<file path="src/rtl/lcd_fb_arbiter_if.sv">
`default_nettype none
// ============================================================================
// Module      : lcd_fb_arbiter_if
// Description : Requester, clear and refresh signals for the LCD frame-buffer
//               arbiter.
// Revision    : 1.0 - initial release
// ============================================================================
interface lcd_fb_arbiter_if;
    logic         iREQ0;
    logic [4:0]   iADDR0;
    logic [7:0]   iCHAR0;
    logic         oGNT0;
    logic         iREQ1;
    logic [4:0]   iADDR1;
    logic [7:0]   iCHAR1;
    logic         oGNT1;
    logic         iCLR;
    logic         iBUSY;
    logic [255:0] oFB;
    logic         oDIRTY;
    logic         oCLR_BUSY;
    logic         oREFRESH;

    modport master (
        output iREQ0, iADDR0, iCHAR0, iREQ1, iADDR1, iCHAR1, iCLR, iBUSY,
        input  oGNT0, oGNT1, oFB, oDIRTY, oCLR_BUSY, oREFRESH
    );

    modport slave (
        input  iREQ0, iADDR0, iCHAR0, iREQ1, iADDR1, iCHAR1, iCLR, iBUSY,
        output oGNT0, oGNT1, oFB, oDIRTY, oCLR_BUSY, oREFRESH
    );
endinterface
`default_nettype wire

</file>
<file path="src/rtl/lcd_fb_arbiter.sv">
`default_nettype none
// ============================================================================
// Module      : lcd_fb_arbiter
// Description : 32-character LCD frame buffer with round-robin write
//               arbitration, sequenced clear and holdoff-based refresh pulse.
// Revision    : 1.0 - initial release
// ============================================================================
module lcd_fb_arbiter #(
    parameter int          HOLDOFF = 1000,
    parameter int          CW      = 16,
    parameter logic [7:0]  BLANK   = 8'h20
) (
    input  logic              iCLK,
    input  logic              iRST_N,
    lcd_fb_arbiter_if.slave   bus
);

    typedef enum logic [0:0] {
        S_IDLE  = 1'b0,
        S_CLEAR = 1'b1
    } state_t;

    localparam logic [CW-1:0] c_HOLD_MAX = CW'(HOLDOFF - 1);

    state_t            r_state;
    state_t            w_state_nxt;
    logic [4:0]        r_idx;
    logic [4:0]        w_idx_nxt;
    logic [31:0][7:0]  r_fb;
    logic              r_gnt0;
    logic              r_gnt1;
    logic              r_ptr;
    logic              r_dirty;
    logic [CW-1:0]     r_cnt;
    logic              r_refresh;

    logic              w_elig0;
    logic              w_elig1;
    logic              w_wr_en;
    logic [4:0]        w_wr_addr;
    logic [7:0]        w_wr_data;
    logic              w_gnt0_nxt;
    logic              w_gnt1_nxt;
    logic              w_ptr_nxt;
    logic              w_fire;

    // A requester still showing its grant is ignored, so a held request is not written twice
    assign w_elig0 = bus.iREQ0 & ~r_gnt0;
    assign w_elig1 = bus.iREQ1 & ~r_gnt1;

    always_ff @(posedge iCLK or negedge iRST_N) begin
        if (!iRST_N) begin
            r_state <= S_IDLE;
            r_idx   <= 5'd0;
        end else begin
            r_state <= w_state_nxt;
            r_idx   <= w_idx_nxt;
        end
    end

    always_comb begin
        w_state_nxt = r_state;
        w_idx_nxt   = r_idx;
        w_wr_en     = 1'b0;
        w_wr_addr   = r_idx;
        w_wr_data   = BLANK;
        w_gnt0_nxt  = 1'b0;
        w_gnt1_nxt  = 1'b0;
        w_ptr_nxt   = r_ptr;
        case (r_state)
            S_IDLE: begin
                if (bus.iCLR) begin
                    w_state_nxt = S_CLEAR;
                    w_idx_nxt   = 5'd0;
                end else if (w_elig0 && (!w_elig1 || r_ptr)) begin
                    w_wr_en    = 1'b1;
                    w_wr_addr  = bus.iADDR0;
                    w_wr_data  = bus.iCHAR0;
                    w_gnt0_nxt = 1'b1;
                    w_ptr_nxt  = 1'b0;
                end else if (w_elig1) begin
                    w_wr_en    = 1'b1;
                    w_wr_addr  = bus.iADDR1;
                    w_wr_data  = bus.iCHAR1;
                    w_gnt1_nxt = 1'b1;
                    w_ptr_nxt  = 1'b1;
                end
            end
            S_CLEAR: begin
                w_wr_en = 1'b1;
                if (bus.iCLR) begin
                    w_idx_nxt = 5'd0;
                end else if (r_idx == 5'd31) begin
                    w_state_nxt = S_IDLE;
                    w_idx_nxt   = 5'd0;
                end else begin
                    w_idx_nxt = r_idx + 5'd1;
                end
            end
            default: begin
                w_state_nxt = S_IDLE;
            end
        endcase
    end

    // A write on the same edge as a would-be refresh takes precedence and restarts the holdoff
    assign w_fire = r_dirty && (r_cnt == c_HOLD_MAX) && !bus.iBUSY && (r_state == S_IDLE);

    always_ff @(posedge iCLK or negedge iRST_N) begin
        if (!iRST_N) begin
            r_fb      <= {32{BLANK}};
            r_gnt0    <= 1'b0;
            r_gnt1    <= 1'b0;
            r_ptr     <= 1'b1;
            r_dirty   <= 1'b0;
            r_cnt     <= '0;
            r_refresh <= 1'b0;
        end else begin
            r_gnt0 <= w_gnt0_nxt;
            r_gnt1 <= w_gnt1_nxt;
            r_ptr  <= w_ptr_nxt;
            if (w_wr_en) begin
                r_fb[w_wr_addr] <= w_wr_data;
                r_dirty         <= 1'b1;
                r_cnt           <= '0;
                r_refresh       <= 1'b0;
            end else if (w_fire) begin
                r_dirty   <= 1'b0;
                r_cnt     <= '0;
                r_refresh <= 1'b1;
            end else begin
                r_refresh <= 1'b0;
                if (r_dirty && (r_cnt < c_HOLD_MAX)) begin
                    r_cnt <= r_cnt + CW'(1);
                end
            end
        end
    end

    assign bus.oFB       = r_fb;
    assign bus.oGNT0     = r_gnt0;
    assign bus.oGNT1     = r_gnt1;
    assign bus.oDIRTY    = r_dirty;
    assign bus.oCLR_BUSY = (r_state == S_CLEAR);
    assign bus.oREFRESH  = r_refresh;

endmodule
`default_nettype wire
</file>
<file path="src/flat_wrapper.sv">
// flat-port wrapper written by rule: the top's interface ports become plain ports
module lcd_fb_arbiter_flat 
#(
    parameter int          HOLDOFF = 1000,
    parameter int          CW      = 16,
    parameter logic [7:0]  BLANK   = 8'h20
)
  (iCLK, iRST_N, bus_iREQ0, bus_iADDR0, bus_iCHAR0, bus_iREQ1, bus_iADDR1, bus_iCHAR1, bus_iCLR, bus_iBUSY, bus_oGNT0, bus_oGNT1, bus_oFB, bus_oDIRTY, bus_oCLR_BUSY, bus_oREFRESH);
  lcd_fb_arbiter_if bus_i ();
  input  logic iCLK;
  input  logic iRST_N;
  input wire logic [$bits(bus_i.iREQ0)-1:0] bus_iREQ0;
  input wire logic [$bits(bus_i.iADDR0)-1:0] bus_iADDR0;
  input wire logic [$bits(bus_i.iCHAR0)-1:0] bus_iCHAR0;
  input wire logic [$bits(bus_i.iREQ1)-1:0] bus_iREQ1;
  input wire logic [$bits(bus_i.iADDR1)-1:0] bus_iADDR1;
  input wire logic [$bits(bus_i.iCHAR1)-1:0] bus_iCHAR1;
  input wire logic [$bits(bus_i.iCLR)-1:0] bus_iCLR;
  input wire logic [$bits(bus_i.iBUSY)-1:0] bus_iBUSY;
  output wire logic [$bits(bus_i.oGNT0)-1:0] bus_oGNT0;
  output wire logic [$bits(bus_i.oGNT1)-1:0] bus_oGNT1;
  output wire logic [$bits(bus_i.oFB)-1:0] bus_oFB;
  output wire logic [$bits(bus_i.oDIRTY)-1:0] bus_oDIRTY;
  output wire logic [$bits(bus_i.oCLR_BUSY)-1:0] bus_oCLR_BUSY;
  output wire logic [$bits(bus_i.oREFRESH)-1:0] bus_oREFRESH;
  assign bus_i.iREQ0 = bus_iREQ0;
  assign bus_i.iADDR0 = bus_iADDR0;
  assign bus_i.iCHAR0 = bus_iCHAR0;
  assign bus_i.iREQ1 = bus_iREQ1;
  assign bus_i.iADDR1 = bus_iADDR1;
  assign bus_i.iCHAR1 = bus_iCHAR1;
  assign bus_i.iCLR = bus_iCLR;
  assign bus_i.iBUSY = bus_iBUSY;
  assign bus_oGNT0 = bus_i.oGNT0;
  assign bus_oGNT1 = bus_i.oGNT1;
  assign bus_oFB = bus_i.oFB;
  assign bus_oDIRTY = bus_i.oDIRTY;
  assign bus_oCLR_BUSY = bus_i.oCLR_BUSY;
  assign bus_oREFRESH = bus_i.oREFRESH;
  lcd_fb_arbiter #(.HOLDOFF(HOLDOFF), .CW(CW), .BLANK(BLANK)) u_core (.iCLK(iCLK), .iRST_N(iRST_N), .bus(bus_i));
endmodule
</file>
<file path="config.mk">
export PLATFORM = sky130hd
export DESIGN_NAME = lcd_fb_arbiter_flat
export DESIGN_NICKNAME = d
export VERILOG_FILES = /design/src/rtl/lcd_fb_arbiter_if.sv /design/src/rtl/lcd_fb_arbiter.sv /design/src/flat_wrapper.sv
export SDC_FILE = /design/constraint.sdc
export NUM_CORES = 1
export LEC_CHECK = 0
export CELL_PAD_IN_SITES_DETAIL_PLACEMENT = 1
export CELL_PAD_IN_SITES_GLOBAL_PLACEMENT = 2
export CORE_MARGIN = 1.5
export CORE_UTILIZATION = 37
export CTS_BUF_LIST = sky130_fd_sc_hd__clkbuf_4
export CTS_CLUSTER_DIAMETER = 30
export DETAILED_ROUTE_END_ITERATION = 16
export HOLD_SLACK_MARGIN = 0.12
export PLACE_DENSITY_LB_ADDON = 0.1
export RECOVER_POWER = 25
export SYNTH_ARGS = -nofsm -noshare
export SYNTH_HDL_FRONTEND = slang
export SYNTH_SLANG_ARGS = --single-unit
</file>
<file path="constraint.sdc">
create_clock -name iCLK -period 6.1 [get_ports iCLK]
set_input_delay 1.22 -clock iCLK [delete_from_list [all_inputs] [get_ports iCLK]]
set_output_delay 1.22 -clock iCLK [all_outputs]
set_load 0.03 [all_outputs]
</file>
==> flow_metrics.tcl, run 1 <==
set metrics [dict create \
    cts_resized 0 \
    synth_mux_area_share_pct 25.55 \
    r2r.worst_path.cells 6 \
    synth_adder_area_share_pct 0.3304 \
    syn_area_per_cell_um2 15.19 \
    synthXorXnorAreaFrac_pct 0.5396 \
    cts_made_buffers 83 \
    routedWlPerCell_um 21.73 \
    path_max_fanout 11 \
    finalCritPeriodShare_pct 66.87 \
    r2r_start "u_core.bus.oCLR_BUSY" \
    violations "capacitance limit, slew limit" \
    coreArea_um2 29950 \
    drcViolationCount 0 \
    rows 63 \
    syn_inst 748 \
    ctsHtreeMaxLevel 3 \
    min-delay-start "u_core.bus.oFB[118]" \
    final_common_cell "clkdlybuf4s50_1" \
    ys_ff_latch 283 \
    die_area_um2 31770 \
    crit_required_ps 6630 \
    hpwl_um 21990 \
    synth-simple-area-share_pct 6.728 \
    vias 7702 \
    synth-edff-count 0 \
    rr_endpoint "u_core.bus.oFB[115]" \
    hp-class "flip-flop to flip-flop" \
    setup_tns_ps 0 \
    ir_drop_uv 137.9 \
    mostFrequentLayoutCells "clkdlybuf4s50_1 (291), dfrtp_1 (250), mux2_2 (246)" \
    outcome "complete, but fails checks" \
    fin_nets 1130 \
    slew_headroom_pct -120.4 \
    rsz0062_at_grt "no" \
    grt_pass1_wl_um 51270 \
    synth_top_family_by_area "multiplexers" \
    hold_end "u_core.bus.oFB[118]" \
    hold_violations 0 \
    totalPowerFinal_mw 4.013 \
    min_path_cells 1 \
    grt_max_degree 127 \
    r2r_slack_ps 2690 \
    fin_skew_ps 35.44 \
    ys.flop_type "dfrtp_1" \
    synth_cell_types 54 \
    setup_viol 0 \
    die_w_um 178.2 \
    yosysWarnings 0 \
    clk_pin_slew_worst_paths_ps 70 \
    clock-sinks 283 \
    dieHeight_um 178.2 \
    postCtsSetupRepairBufs 0 \
    crit_type "input pin to flip-flop" \
    crit_path_end_kind "flip-flop" \
    grt_pass1_vias 8343 \
    ys_seq_area_share_pct 62.69 \
    antenna_found_initial 1 \
    areaGrowthSynthToFinish_pct 38.89 \
    clock_latency_ps 690 \
    ios 293 \
    ant_nets 0 \
    dr.pass1.iters 4 \
    p_leak_nw 7.378 \
    tightest_slew_ps 3306 \
    vias_per_cell 4.966 \
    drt_wl_total_um 33700 \
    arrival_ps 4610 \
    cts_hold_buf 0 \
    drtIter0Drc 237 \
    cts_max_path_buffers 3 \
    final_layout_size_suffix_gt1_share_pct 40.38 \
    fmax_ghz 0.2452 \
    cts_tree "yes" \
    async_flop_share_pct 100.0 \
    power.density_nw_per_um2 254.3 \
    cts-root-buf "clkbuf_4" \
    maxCapViolCount 1 \
    min_period_ps 4079 \
    place.gp.congestion 0.7897 \
    finalMaxSlewViolations 126 \
    synthesis.area_um2 11360 \
    synth_compound_area_share_pct 2.467 \
    syn_nets 783 \
    startpoint_type "input pin" \
    io_buffers 292 \
    start_util_pct 37.93 \
    overflow 0 \
    track_usage_pct 21.63 \
]
worst max path at each step:
stage	startpoint	endpoint	slack, ps
2_1_floorplan	bus_iCLR	u_core.bus.oFB[144]	2490
3_3_place_gp	bus_iCLR	u_core.bus.oFB[115]	1360
3_5_place_dp	bus_iCLR	u_core.bus.oFB[83]	1340
4_1_cts	bus_iCLR	u_core.bus.oFB[115]	2070
5_1_grt	iRST_N	u_core.bus.oFB[22]	1710
6_report	bus_iCLR	u_core.bus.oFB[115]	2020
critical path, cell delays in order:
cell and delay [ps]:
clkdlybuf4s50_1 610, or4b_1 760, o22ai_1 210, o2bb2a_1 420, nor3b_2 540, and2_1 450, mux2_2 380
metrics by stage:
| stage | setup WS (ps) | cell area [µm²] | hold slack, ps | cells | util [%] |
|---|---|---|---|---|---|
| after floorplan | 2492 | 11360 | 453.8 | 748 | - |
| after global placement | 1357 | 14690 | 466.8 | 1400 | 49.04 |
| after detailed placement | 1335 | 14690 | 476.0 | 1400 | 49.04 |
| after CTS | 2069 | 15790 | 488.5 | 1549 | 52.70 |
| after global routing | 1710 | 15780 | 510.1 | 1550 | 52.68 |
| final | 2021 | 15780 | 489.2 | 1551 | 52.69 |
state kept, by name (all words and copies together) (netlist names):
name,count
u_core.bus.oCLR_BUSY,1
u_core.bus.oDIRTY,1
u_core.bus.oFB,256
u_core.bus.oGNT0,1
u_core.bus.oGNT1,1
u_core.bus.oREFRESH,1
u_core.r_cnt,16
u_core.r_idx,5
u_core.r_ptr,1
layout make-up:
type,instances,area (µm²)
clock inverter,23,152.6
clock buffer,126,945.9
sequential,283,7123
fill,3059,14170
antenna,2,5.005
multi-input combinational,422,4061
tap,390,488.0
inverter,6,22.52
timing repair buffer,299,2983
cell usage after synthesis, types with 3 or more instances:
master	n	area, µm²
nor3b_2	4	50.05
nand2b_1	5	31.28
nor2_4	4	45.04
mux2_2	246	2770
a22o_1	7	61.31
dfstp_2	33	867.1
a21oi_1	8	40.04
clkbuf_1	30	112.6
o21ai_0	3	15.01
inv_1	5	18.77
and3_1	7	43.79
nor3_1	6	30.03
dfrtp_1	250	6256
ha_1	3	37.54
xnor2_1	6	52.55
nor3_4	4	65.06
buf_4	4	30.03
nand2_1	11	41.29
nand3_1	11	55.05
mux2_1	10	112.6
nand2_2	18	112.6
and2_1	7	43.79
o22ai_1	3	18.77
nor2_1	23	86.33
where the power goes:
group	switching [mW]	internal [mW]	leakage, nW	total [mW]
sequential	0.0154	1.92	3.82	1.93
clock	0.814	1.03	0.651	1.84
combinational	0.145	0.0931	2.90	0.238
total	0.974	3.04	7.38	4.01
cells by family (layout without fill, tap and decap cells):
kind of cell / after synthesis / count (layout)
AOI/OAI and AO/OA: 34 / 34
and+or+nand+nor: 120 / 120
other: 0 / 2
buffers and inverters: 43 / 454
muxes: 258 / 258
DFF: 283 / 283
xor gates and xnor gates: 7 / 7
adders and majority gates: 3 / 3
routing by layer:
layer | GRT usage [%] | up-vias | wire (µm)
li1 | - | 3399 | -
met1 | 26.72 | 3995 | 14010
met2 | 35.18 | 250 | 16390
met3 | 8.227 | 58 | 2667
met4 | 6.389 | 0 | 636
met5 | 0 | - | 0
Power figures use the tool's default switching activity.
==> run 2, diff against run 1 <==
--- a/config.mk
+++ b/config.mk
@@ -8,7 +8,7 @@
 export CELL_PAD_IN_SITES_DETAIL_PLACEMENT = 1
 export CELL_PAD_IN_SITES_GLOBAL_PLACEMENT = 2
 export CORE_MARGIN = 1.5
-export CORE_UTILIZATION = 37
+export CORE_UTILIZATION = 35
 export CTS_BUF_LIST = sky130_fd_sc_hd__clkbuf_4
 export CTS_CLUSTER_DIAMETER = 30
 export DETAILED_ROUTE_END_ITERATION = 16
==> constraint.sdc (replaced) <==
create_clock -name iCLK -period 4.2 [get_ports iCLK]
set_input_delay 0.84 -clock iCLK [delete_from_list [all_inputs] [get_ports iCLK]]
set_output_delay 0.84 -clock iCLK [all_outputs]
set_load 0.03 [all_outputs]
==> run 2 against run 1 <==
  * The flow still finishes with violations (capacitance limit, slew limit)
  * Register-to-register slack worse by 1800 ps
  * Setup slack worse by 1200 ps
  * Worst hold slack worse by 6.3 ps
  * Count of clock-buffer cells in the layout up 3
  * Final area up 0.71%
  * Utilization down 2.6 points
  * Flip-flop and latch count unchanged
  * First-iteration DRC count down 32%
  * Sequential share of layout area down 0.32 points
  * Combinational power up 50%
  * Largest cell class unchanged
  * Largest power group unchanged
==> flow_metrics.tcl, run 2 (synthesis results as in run 1) <==
set metrics [dict create \
    outcome "complete, but fails checks" \
    violations "capacitance limit, slew limit" \
    coreArea_um2 31720 \
    path_buf_inv 0 \
    track_usage_pct 20.91 \
    dieHeight_um 183.2 \
    clock_latency_ps 700 \
    areaGrowthSynthToFinish_pct 39.89 \
    dr.pass1.iters 4 \
    critical-path-top-delay-family "simple AND/OR/NAND/NOR gates" \
    ios 293 \
    r2r_slack_ps 870 \
    final_cell_count_no_fill 1581 \
    rr_endpoint "u_core.bus.oFB[147]" \
    crit_type "flip-flop to flip-flop" \
    cpPeakStageDelay_ps 720 \
    startpoint_type "flip-flop" \
    totalPowerFinal_mw 5.848 \
    multiInputGateArea_um2 4065 \
    cts_made_buffers 85 \
    cts_resized 0 \
    cts_tree "yes" \
    hold_end "u_core.bus.oFB[86]" \
    cts-root-buf "clkbuf_4" \
    hp-class "flip-flop to flip-flop" \
    drtIter0Drc 160 \
    drcViolationCount 0 \
    maxCapViolCount 1 \
    r2r_start "u_core.bus.oCLR_BUSY" \
    postCtsSetupRepairBufs 0 \
    die_w_um 183.2 \
    cts_hold_buf 0 \
    overflow 0 \
    crit_chain "or4b_1 > or2_1 > o221ai_1 > and3_1 > and2_1 > mux2_2" \
    r2r.worst_path.cells 6 \
    ir_drop_uv 225.2 \
    place_inst 1422 \
    ant_nets 0 \
    vias 7677 \
    min_period_ps 3332 \
    crit_required_ps 4750 \
    final_common_cell "clkdlybuf4s50_1" \
    crit_path_end_kind "flip-flop" \
    tightest_slew_ps 2637 \
    vias_per_cell 4.856 \
    final_layout_size_suffix_gt1_share_pct 41.21 \
    slowest_stage "or4b_1" \
    grt_max_degree 101 \
    n_fill_cell 3221 \
    min-delay-start "u_core.bus.oFB[86]" \
    place.gp.congestion 0.7437 \
    finalCritPeriodShare_pct 79.34 \
    path_depth 6 \
    fin_skew_ps 35.40 \
    fmax_ghz 0.3001 \
    clock-sinks 283 \
    path_max_fanout 13 \
    clk_pin_slew_worst_paths_ps 60 \
    setup_tns_ps 0 \
    hpwl_um 22700 \
    p_leak_nw 7.445 \
    die_area_um2 33550 \
    setup_viol 0 \
    routedWlPerCell_um 21.75 \
    arrival_ps 3880 \
    ctsHtreeMaxLevel 3 \
    pre_cts_ws_ps 204.0 \
    rsz0062_at_grt "no" \
    power.density_nw_per_um2 368.0 \
    largest_reg_flops 256 \
    rows 65 \
    finalMaxSlewViolations 100 \
    start_util_pct 35.82 \
    fin_nets 1142 \
    min_path_cells 1 \
    hold_violations 0 \
    io_buffers 292 \
    regArea_um2 7123 \
    grt_pass1_wl_um 52470 \
    mostFrequentLayoutCells "clkdlybuf4s50_1 (291), dfrtp_1 (250), mux2_2 (246)" \
    drt_wl_total_um 34390 \
    slew_headroom_pct -75.81 \
    antenna_found_initial 1 \
    grt_pass1_vias 8483 \
    fin_ws_ps 867.7 \
    cts_max_path_buffers 3 \
]
## run 2: changes by cell type in the layout (fill, tap and decap cells not counted), moves of 2 or more
| cell | change |
|---|---|
| inv_2 | +3 |
| a22o_2 | +3 |
| clkinv_1 | +2 |
| clkbuf_1 | +2 |
| buf_4 | +6 |
| clkbuf_4 | +3 |
| a22o_1 | -3 |
## run 2: area by class of cell
class	instances	area share (%)
sequential	283	44.82
clock inverter	28	0.9210
timing repair buffer	309	19.26
multi-input combinational	422	25.58
clock buffer	129	6.093
tap	402	3.165
inverter	6	0.1417
antenna	2	0.03149
## run 2: metal layers
layer | up-vias | track usage, % | part of all wire (%)
met3 | 52 | 8.062 | 7.9
met4 | 0 | 6.754 | 1.9
met2 | 237 | 34.98 | 49
li1 | 3438 | - | -
met5 | - | 0 | 0
met1 | 3950 | 24.70 | 41
## run 2: worst reg2reg max path, cell delays in order, from the launching register on
cell and delay (ps):
dfrtp_1 570, or4b_1 720, or2_1 280, o221ai_1 360, and3_1 420, and2_1 450, mux2_2 390
## run 2: worst max path at each step
stage,to,startpoint
detailed placement,u_core.bus.oFB[144],bus_iCLR
finish,u_core.bus.oFB[147],u_core.bus.oCLR_BUSY
global placement,u_core.bus.oFB[174],bus_iREQ0
global route,u_core.bus.oFB[239],iRST_N
CTS,u_core.bus.oFB[147],u_core.bus.oCLR_BUSY
floorplan,u_core.bus.oFB[144],bus_iCLR
## run 2: metrics by stage
step                cell area [µm²]  util [%]  hold slack [ps]
CTS                           15920     50.20            165.2
finish                        15890     50.11            482.9
detailed placement            14810     46.68            472.7
global placement              14810     46.68            468.2
global route                  15890     50.11            497.7
floorplan                     11360         -            453.8
## run 2: power breakdown
group	internal, mW	switching, mW	leakage, nW	total [mW]
sequential	2.79	0.0215	3.82	2.81
clock	1.47	1.22	0.671	2.69
combinational	0.139	0.217	2.95	0.356
==> run 3, diff against run 2 <==
==> constraint.sdc (replaced) <==
create_clock -name iCLK -period 3.35 [get_ports iCLK]
set_input_delay 0.67 -clock iCLK [delete_from_list [all_inputs] [get_ports iCLK]]
set_output_delay 0.67 -clock iCLK [all_outputs]
set_load 0.03 [all_outputs]
==> run 3 against run 2 <==
  * Largest cell class unchanged
  * Combinational power increased by 35%
  * Wire length increased by 1.7%
  * Register-to-register slack got worse by 310 ps
  * Count of clock-buffer cells in the layout unchanged
  * Sequential share of layout area decreased by 1.5 points
  * Clock skew increased by 22 ps
  * Sequential power increased by 25%
  * Cell count increased by 2.7%
  * The flow still finishes with violations (capacitance limit, slew limit)
  * Worst hold slack about the same
  * Final area increased by 3.5%
  * Critical endpoint is now u_core.bus.oFB[193]
  * Clock power increased by 27%
  * Flip-flop and latch count unchanged
==> flow_metrics.tcl, run 3 (synthesis results as in run 1) <==
set metrics [dict create \
    totalPowerFinal_mw 7.408 \
    drt_wl_total_um 34970 \
    arrival_ps 3440 \
    seq_power_share_pct 47.5 \
    rows 65 \
    final_common_cell "clkdlybuf4s50_1" \
    die_area_um2 33550 \
    cp-endpoint "u_core.bus.oFB[193]" \
    p_clk_share_pct 46.0 \
    dieHeight_um 183.2 \
    place_inst 1462 \
    path_max_fanout 8 \
    ant_nets 0 \
    power_frac_comb_pct 6.5 \
    tightest_slew_ps 2286 \
    grt_pass1_wl_um 53840 \
    setup_viol 0 \
    r2r_start "u_core.bus.oCLR_BUSY" \
    routedWlPerCell_um 21.55 \
    clock-sinks 283 \
    crit_chain "clkdlybuf4s50_1 > or4b_1 > buf_4 > o22ai_1 > a2bb2oi_2 > or3_4 > nor2_4 > mux2_2" \
    track_usage_pct 21.41 \
    path_depth 8 \
    grt_pass1_vias 8738 \
    p_leak_nw 7.716 \
    hpwl_um 22950 \
    internal_power_mw 5.542 \
    pre_cts_ws_ps -215.2 \
    cts-root-buf "clkbuf_4" \
    overflow 0 \
    hp-class "flip-flop to flip-flop" \
    finalMaxSlewViolations 76 \
    power.density_nw_per_um2 450.2 \
    antenna_found_initial 1 \
    rsz0062_at_grt "no" \
    largest_reg_flops 256 \
    met2_usage_pct 34.11 \
    rr_endpoint "u_core.bus.oFB[193]" \
    start_util_pct 35.82 \
    coreArea_um2 31720 \
    cpPeakStageDelay_ps 680 \
    final_cell_count_no_fill 1623 \
    post-route-util_pct 51.88 \
    crit_required_ps 3910 \
    grt.busiest_layer "met2" \
    drtIter0Drc 217 \
    use_met1_pct 26.54 \
    ios 293 \
    startpoint_type "input pin" \
    ctsHtreeMaxLevel 3 \
    drcViolationCount 0 \
    place.gp.congestion 0.7677 \
    crit_path_end_kind "flip-flop" \
    switchingPower_mw 1.866 \
    grt_max_degree 80 \
    finalCritPeriodShare_pct 85.93 \
    r2r_slack_ps 560 \
    swShare_pct 25.19 \
    areaGrowthSynthToFinish_pct 44.82 \
    postCtsSetupRepairBufs 0 \
    critical-path-top-delay-family "simple AND/OR/NAND/NOR gates" \
    cts_resized 0 \
    vias_per_cell 4.846 \
    finish.instance_area_um2 16450 \
    final_layout_size_suffix_gt1_share_pct 43.03 \
    clk_pin_slew_worst_paths_ps 60 \
    cts_max_path_buffers 3 \
    cts_made_buffers 85 \
    setup_tns_ps 0 \
    placed_area_um2 15330 \
    dr.pass1.iters 4 \
    r2r.worst_path.cells 7 \
    outcome "complete, but fails checks" \
    slew_headroom_pct -52.38 \
    die_w_um 183.2 \
    fmax_ghz 0.3474 \
    mostFrequentLayoutCells "clkdlybuf4s50_1 (291), dfrtp_1 (250), mux2_2 (246)" \
    gr-usage-met3_pct 8.340 \
    clock_latency_ps 730 \
    hold_violations 0 \
    path_buf_inv 2 \
    io_buffers 292 \
    slowest_stage "or4b_1" \
    vias 7865 \
    min_period_ps 2879 \
    n_fill_cell 3205 \
    startpoint "bus_iCLR" \
    crit_type "input pin to flip-flop" \
    cts_tree "yes" \
    violations "capacitance limit, slew limit" \
    holdWs_ps 482.9 \
    maxCapViolCount 1 \
    fin_skew_ps 57.47 \
    ir_drop_uv 283.3 \
    fin_ws_ps 471.5 \
    fin_nets 1183 \
]
## run 3: changes by cell type in the layout (fill, tap and decap cells not counted)
| cell | before | now |
|---|---|---|
| buf_4 | 12 | 34 |
| clkbuf_2 | 2 | 1 |
| clkinv_1 | 18 | 20 |
| clkinv_4 | 0 | 1 |
| clkinv_2 | 5 | 6 |
| inv_2 | 3 | 1 |
| diode_2 | 2 | 1 |
| buf_12 | 2 | 21 |
| dlygate4sd3_1 | 0 | 1 |
| clkinvlp_4 | 1 | 2 |
| inv_6 | 1 | 0 |
## run 3: final cells by class
cell class,count,area [µm²],share of cell area [%]
Multi-Input combinational cell,422,4065,24.71
Clock inverter,30,158.9,0.9657
Sequential cell,283,7123,43.29
Antenna cell,1,2.502,0.01521
Clock buffer,129,968.4,5.885
Inverter,6,22.52,0.1369
Timing Repair Buffer,350,3611,21.95
Tap cell,402,503.0,3.057
## run 3: how the worst min path moves through the flow
stage / startpoint / endpoint / slack, ps / cells after the start
floorplan: iRST_N / u_core.bus.oCLR_BUSY / 370 / 0
global placement: u_core.bus.oFB[112] / u_core.bus.oFB[112] / 470 / 1
detailed placement: u_core.bus.oFB[86] / u_core.bus.oFB[86] / 470 / 1
CTS: u_core.r_ptr / u_core.r_ptr / 490 / 2
global route: u_core.bus.oFB[182] / u_core.bus.oFB[182] / 500 / 1
finish: u_core.bus.oFB[182] / u_core.bus.oFB[182] / 480 / 1
## run 3: power groups by stage
| stage | combinational, mW | clock, mW | sequential (mW) |
|---|---|---|---|
| after global placement | 0.485 | 0 | 3.58 |
| after floorplan | 0.119 | 0 | 3.67 |
| after detailed placement | 0.490 | 0 | 3.58 |
| final | 0.479 | 3.41 | 3.52 |
| after CTS | 0.493 | 3.55 | 3.52 |
| after global routing | 0.517 | 3.75 | 3.52 |
## run 3: metal layers
layer  routed length, µm  vias up  part of all wire (%)
li1                    -     3520                     -
met1               14860     4050                    42
met2               16570      240                    47
met3                2741       55                   7.8
met4                 802        0                   2.3
met5                   0        -                     0
## run 3: timing repair
| action | 4_1_cts | 5_1_grt |
|---|---|---|
| setup endpoints to repair | 0 | 0 |
| hold buffers | 1 | 0 |
| endpoints found under the hold margin | 64 | 0 |
